File: src/rtl/traffic_sensor_if.sv
// -----------------------------------------------------------------------------
// traffic_sensor_if
//
// Sensor front end for the two-street traffic light controller. Each street
// has its own identical channel. A channel synchronizes the raw vehicle sensor
// and debounces it. It then latches a waiting request until the street has
// seen a full uninterrupted green, and keeps a saturating vehicle count.
//
// Optional feature (macro TRAFFIC_STUCK_DET_EN):
//   When defined, each channel flags a sensor that stays high for STUCK_CYCLES
//   synchronized cycles. The flag is sticky. While it is set, the channel
//   masks vehicle detection and parks its request FSM in IDLE, so a dead
//   sensor cannot hold the intersection. When undefined, the fault outputs
//   are constant 0.
//
// Parameters:
//   DEBOUNCE     consecutive synchronized-high cycles that register a vehicle
//   SERVE_CYCLES consecutive green cycles that clear a pending request
//   CNT_W        width of each vehicle counter
//   STUCK_CYCLES high-run length flagged as a stuck sensor (feature only)
//
// Ports (top):
//   clk           in   system clock, rising edge
//   rst           in   asynchronous active-high reset
//   sensor_main   in   raw asynchronous main-street sensor
//   sensor_first  in   raw asynchronous first-street sensor
//   green_main    in   main-street green lamp (synchronous)
//   green_first   in   first-street green lamp (synchronous)
//   clr_counts    in   synchronous clear of counters and fault flags
//   waiting_main  out  latched main-street request
//   waiting_first out  latched first-street request
//   count_main    out  main-street vehicle count, saturating
//   count_first   out  first-street vehicle count, saturating
//   fault_main    out  main sensor stuck
//   fault_first   out  first sensor stuck
// -----------------------------------------------------------------------------

module traffic_sensor_chan #(
    parameter int DEBOUNCE     = 3,
    parameter int SERVE_CYCLES = 4,
    parameter int CNT_W        = 8,
    parameter int STUCK_CYCLES = 64
) (
    input  logic             clk_i,
    input  logic             rst_i,
    input  logic             sensor_i,
    input  logic             green_i,
    input  logic             clr_i,
    output logic             waiting_o,
    output logic [CNT_W-1:0] count_o,
    output logic             fault_o
);

    localparam int DW = $clog2(DEBOUNCE + 1);
    localparam int SW = $clog2(SERVE_CYCLES + 1);
    localparam logic [DW-1:0]    DEB_MAX  = DW'(DEBOUNCE);
    localparam logic [DW-1:0]    DEB_HIT  = DW'(DEBOUNCE - 1);
    localparam logic [SW-1:0]    SRV_LAST = SW'(SERVE_CYCLES - 1);
    localparam logic [CNT_W-1:0] CNT_MAX  = {CNT_W{1'b1}};

    typedef enum logic [1:0] {
        ST_IDLE    = 2'd0,
        ST_PENDING = 2'd1,
        ST_SERVING = 2'd2
    } state_e;

    logic [1:0]       sync_q;
    logic             s;
    logic [DW-1:0]    deb_q, deb_d;
    logic             det_raw;
    logic             det;
    state_e           state_q, state_d;
    logic [SW-1:0]    serve_q, serve_d;
    logic             waiting_q;
    logic [CNT_W-1:0] count_q, count_d;
    logic             fault_q, fault_d;

    // Two-flop synchronizer for the raw sensor line
    always_ff @(posedge clk_i or posedge rst_i) begin
        if (rst_i) begin
            sync_q <= 2'b00;
        end else begin
            sync_q <= {sync_q[0], sensor_i};
        end
    end

    assign s = sync_q[1];

    // Debounce counter: counts the current high run and saturates
    always_comb begin
        deb_d = deb_q;
        if (!s) begin
            deb_d = {DW{1'b0}};
        end else if (deb_q != DEB_MAX) begin
            deb_d = deb_q + DW'(1);
        end else begin
            deb_d = deb_q;
        end
    end

    // One detection per high run, on the cycle the run reaches DEBOUNCE
    assign det_raw = s && (deb_q == DEB_HIT);

`ifdef TRAFFIC_STUCK_DET_EN
    localparam int TW = $clog2(STUCK_CYCLES + 1);
    localparam logic [TW-1:0] STUCK_MAX = TW'(STUCK_CYCLES);

    logic [TW-1:0] stuck_q, stuck_d;

    // Stuck run counter and sticky fault; clr_counts restarts both
    always_comb begin
        stuck_d = stuck_q;
        fault_d = fault_q;
        if (clr_i) begin
            stuck_d = {TW{1'b0}};
            fault_d = 1'b0;
        end else begin
            if (!s) begin
                stuck_d = {TW{1'b0}};
            end else if (stuck_q != STUCK_MAX) begin
                stuck_d = stuck_q + TW'(1);
            end else begin
                stuck_d = stuck_q;
            end
            fault_d = fault_q | (stuck_d == STUCK_MAX);
        end
    end

    // Stuck run counter register
    always_ff @(posedge clk_i or posedge rst_i) begin
        if (rst_i) begin
            stuck_q <= {TW{1'b0}};
        end else begin
            stuck_q <= stuck_d;
        end
    end
`else
    // Stuck detection compiled out: fault never raised
    always_comb begin
        fault_d = 1'b0;
    end
`endif

    // A faulted sensor is ignored from the very edge the fault is raised
    assign det = det_raw & ~fault_d;

    // Request FSM next state; serve_q counts consecutive green cycles
    always_comb begin
        state_d = state_q;
        serve_d = serve_q;
        if (fault_d) begin
            state_d = ST_IDLE;
            serve_d = {SW{1'b0}};
        end else begin
            case (state_q)
                ST_IDLE: begin
                    serve_d = {SW{1'b0}};
                    // A car arriving on green drives through: count only
                    if (det && !green_i) begin
                        state_d = ST_PENDING;
                    end else begin
                        state_d = ST_IDLE;
                    end
                end
                ST_PENDING: begin
                    if (green_i) begin
                        if (SERVE_CYCLES == 1) begin
                            state_d = ST_IDLE;
                            serve_d = {SW{1'b0}};
                        end else begin
                            state_d = ST_SERVING;
                            serve_d = SW'(1);
                        end
                    end else begin
                        state_d = ST_PENDING;
                        serve_d = {SW{1'b0}};
                    end
                end
                ST_SERVING: begin
                    // Completion wins over a same-cycle detection
                    if (green_i) begin
                        if (serve_q == SRV_LAST) begin
                            state_d = ST_IDLE;
                            serve_d = {SW{1'b0}};
                        end else begin
                            state_d = ST_SERVING;
                            serve_d = serve_q + SW'(1);
                        end
                    end else begin
                        state_d = ST_PENDING;
                        serve_d = {SW{1'b0}};
                    end
                end
                default: begin
                    state_d = ST_IDLE;
                    serve_d = {SW{1'b0}};
                end
            endcase
        end
    end

    // Saturating vehicle counter; clear beats increment
    always_comb begin
        count_d = count_q;
        if (clr_i) begin
            count_d = {CNT_W{1'b0}};
        end else if (det && (count_q != CNT_MAX)) begin
            count_d = count_q + CNT_W'(1);
        end else begin
            count_d = count_q;
        end
    end

    // Channel state and registered outputs
    always_ff @(posedge clk_i or posedge rst_i) begin
        if (rst_i) begin
            deb_q     <= {DW{1'b0}};
            state_q   <= ST_IDLE;
            serve_q   <= {SW{1'b0}};
            waiting_q <= 1'b0;
            count_q   <= {CNT_W{1'b0}};
            fault_q   <= 1'b0;
        end else begin
            deb_q     <= deb_d;
            state_q   <= state_d;
            serve_q   <= serve_d;
            waiting_q <= (state_d != ST_IDLE);
            count_q   <= count_d;
            fault_q   <= fault_d;
        end
    end

    assign waiting_o = waiting_q;
    assign count_o   = count_q;
    assign fault_o   = fault_q;

endmodule

module traffic_sensor_if #(
    parameter int DEBOUNCE     = 3,
    parameter int SERVE_CYCLES = 4,
    parameter int CNT_W        = 8,
    parameter int STUCK_CYCLES = 64
) (
    input  logic             clk,
    input  logic             rst,
    input  logic             sensor_main,
    input  logic             sensor_first,
    input  logic             green_main,
    input  logic             green_first,
    input  logic             clr_counts,
    output logic             waiting_main,
    output logic             waiting_first,
    output logic [CNT_W-1:0] count_main,
    output logic [CNT_W-1:0] count_first,
    output logic             fault_main,
    output logic             fault_first
);

    traffic_sensor_chan #(
        .DEBOUNCE     (DEBOUNCE),
        .SERVE_CYCLES (SERVE_CYCLES),
        .CNT_W        (CNT_W),
        .STUCK_CYCLES (STUCK_CYCLES)
    ) u_main (
        .clk_i     (clk),
        .rst_i     (rst),
        .sensor_i  (sensor_main),
        .green_i   (green_main),
        .clr_i     (clr_counts),
        .waiting_o (waiting_main),
        .count_o   (count_main),
        .fault_o   (fault_main)
    );

    traffic_sensor_chan #(
        .DEBOUNCE     (DEBOUNCE),
        .SERVE_CYCLES (SERVE_CYCLES),
        .CNT_W        (CNT_W),
        .STUCK_CYCLES (STUCK_CYCLES)
    ) u_first (
        .clk_i     (clk),
        .rst_i     (rst),
        .sensor_i  (sensor_first),
        .green_i   (green_first),
        .clr_i     (clr_counts),
        .waiting_o (waiting_first),
        .count_o   (count_first),
        .fault_o   (fault_first)
    );

endmodule

File: config.mk
export PLATFORM = sky130hd
export DESIGN_NAME = traffic_sensor_if
export DESIGN_NICKNAME = d
export VERILOG_FILES = /design/src/rtl/traffic_sensor_if.sv
export SDC_FILE = /design/constraint.sdc
export NUM_CORES = 1
export LEC_CHECK = 0
export ABC_AREA = 1
export CAP_MARGIN = 20
export CORE_MARGIN = 5
export CORE_UTILIZATION = 51
export CTS_CLUSTER_DIAMETER = 30
export DETAILED_ROUTE_END_ITERATION = 12
export DONT_BUFFER_PORTS = 1
export PLACE_DENSITY = 0.66
export SETUP_SLACK_MARGIN = 0.1
export SYNTH_ARGS = -nofsm -noshare
export SYNTH_HDL_FRONTEND = slang
export SYNTH_SLANG_ARGS = --single-unit
File: constraint.sdc
create_clock -name clk -period 1.8 [get_ports clk]
set_input_delay 0.18 -clock clk [delete_from_list [all_inputs] [get_ports clk]]
set_output_delay 0.18 -clock clk [all_outputs]
set_load 0.02 [all_outputs]
==> results.md <==
* PortBufs at 0
* Leading area contributor after synthesis: dfrtp_1
* Final instance area at 2140 µm²
* Setup TNS at 0 ns
* WP data arrival at 1.58 ns
* Most frequent cells in the layout: nand2_1, dfrtp_1, inv_1
* Synth warn at 0
* Met1 usage at 17.0%
* Max-cap violation count at 0
* Cell Pwr Density at 914 nW/µm²
* Skew final at 0.00706 ns
* Detail Route Antenna Nets at 0
* WL final at 3.37 mm
* Startpoint Class: flip-flop
* Root buf cell: clkbuf_8
* Routed len/inst at 11.8 µm
* HP Start: green_first
* Hold Fails Final Rpt at 0
* Worst hold-check path type: in2reg
* Syn-to-layout area delta at 10.4%
* Routed via count at 1388
* #FFs+latches synth at 36
* CTS tree: built
* Worst setup path start: u_first.count_o[0]
* Post-synthesis cell area at 1940 µm²
* Commonest non-fill, non-tap cell in the layout: nand2_1
* RSZ-0062 raised after global routing: no
* Avg Vias per Cell at 4.85
* Average size of a mapped cell at 8.66 µm²
* Antenna cells at 0
* DP Area at 2020 µm²
* Total track usage at 14.4%
* Lkg Pwr at 1.16 nW
* Clock buffer depth at 2
* Slew Limit Fails at 0
* Reg2Reg Setup Slack at 0.40 ns
* Final design utilization at 58.5%
* Worst hold slack at 0.0418 ns
* Worst Reg2Reg Path Length in Cells at 7
* Initial antenna violation count at 0
* IO Count at 27
* Die height at 71.7 µm
* CTS H-tree depth at 2
* Yosys top cell area share at 46.5%
* Detailed Route Iter0 Violations at 86
* Worst Hold Depth at 2
* Die W at 71.7 µm
* Period utilisation layout at 77.5%
* Post-Place Setup Slack at 0.415 ns
* M3 GR Usage at 4.35%
* Max FO, Critical Path at 9
* Inserted Clock Buffers at 5
* First-pass GRT wire length at 5.87 mm
* Synth cell types at 29
* Cell Rows at 22
* Ranking of synthesized cells by area: dfrtp_1, ha_1, nand2_1
* Busiest grt layer: met2
* FF-to-FF End: u_first.count_o[7]
* Nets at 260
* Layout cell share with drive strength beyond 1 at 10.1%
* Hold endpoint: u_first.serve_q[2]
* Clk Latency, worst-skew pair at 0.28 ns
* Residual DRC at 0
* Setup violators final at 0
* Req. time, crit path at 1.98 ns
* Drt first pass iters at 4
* Final HPWL DP at 2.47 mm
* Status: finished clean
* Core area at 3660 µm²
* Gr ovfl total at 0
* Cell count after synthesis at 224
* Clock Sinks at 36
* Clk pin slew, worst setup/hold paths at 0.07 ns
* Critical path class: reg2reg
* Crit path capture type: flip-flop
* Worst vdd ir at 0.503 mV
* Die area at 5140 µm²
* Vias in the first global route at 1336
* Final setup margin at 0.405 ns
* Sequential area share after synthesis at 46.5%
* Met2 GRT Util at 24.2%
* Initial Util at 53.0%
* Largest net degree at the start of global routing at 37
* Post-layout min period at 1.40 ns
* Worst reg2reg startpoint: u_first.count_o[0]
* Gpl congestion at 0.805
* F_max at 0.717 GHz
[where the power goes]
group	internal [mW]	switching (mW)
clock network	0.312	0.280
registers	0.891	0.0744
logic	0.150	0.249
total	1.35	0.603
[per-stage QoR]
stage	power [mW]	cells
floorplan	1.29	225
global placement	1.37	275
detailed placement	1.38	275
CTS	1.98	286
global route	2.10	286
finish	1.96	286
[synth_stat cells]
cell      instances
inv_2             2
and3_1            1
or2_2             1
a21oi_4           1
nor2_1           21
nand2_1          52
buf_2             1
a211oi_1          1
nor3_1            2
nor2_4            2
o21ai_0           6
nand2_2           3
buf_4             2
conb_1            1
nand4_1           4
nor2_8            1
nand2_4           1
nand3_4           1
nand3_2           1
o21ai_1           2
dfrtp_1          36
nand3_1          20
o211a_1           2
a21oi_1           8
a21o_1            1
xor2_1            4
nor4_1            1
ha_1             16
inv_1            30
[how the worst max path moves through the flow]
stage / endpoint / slack, ns
2_1_floorplan: u_first.count_o[7] / 0.37
4_1_cts: u_first.count_o[7] / 0.40
5_1_grt: u_first.count_o[7] / 0.29
3_3_place_gp: u_first.count_o[7] / 0.44
3_5_place_dp: u_first.count_o[7] / 0.42
6_report: u_first.count_o[7] / 0.40
[worst max-delay path, stage by stage, from the launching register on]
cell and delay [ns]:
dfrtp_1 0.38, ha_1 0.22, nand2_2 0.11, nor2_4 0.05
a21oi_4 0.33, nor2_8 0.08, nand2_1 0.07, nand2_1 0.05
[cells by family after synthesis]
logic type	share of synthesized area (%)
compound gates	6.77
xor+xnor	1.81
fa+ha+maj	10.3
buf+inv	7.23
flops	46.5
other cells	0.193
simple gates	27.2
[registers in the layout (all words and copies together), names as in the netlist]
register,flops
u_main.waiting_o,1
u_main.deb_q,2
u_first.sync_q,2
u_main.sync_q,2
u_main.serve_q,3
u_main.state_q,2
u_first.state_q,2
u_first.deb_q,2
u_first.serve_q,3
u_main.count_o,8
u_first.count_o,8
u_first.waiting_o,1
[cell type report]
type                            count  area [µm²]
Clock buffer                        8        90.1
Timing Repair Buffer                8        67.6
Inverter                           32         120
Tap cell                           48        60.1
Fill cell                         333        1520
Multi-Input combinational cell    154         902
Sequential cell                    36         901
[routing by layer]
metal,up-vias,routed length [µm]
met1,629,1560
met4,0,35
li1,731,-
met2,23,1610
met3,5,169
met5,-,0
[what timing repair did]
action / 4_1_cts / 5_1_grt
hold buffers: 3 / 0
hold endpoints to repair: 38 / 0
resized for setup: 0 / 0
setup buffers: 0 / 0
(Power assumes the default switching activity.)
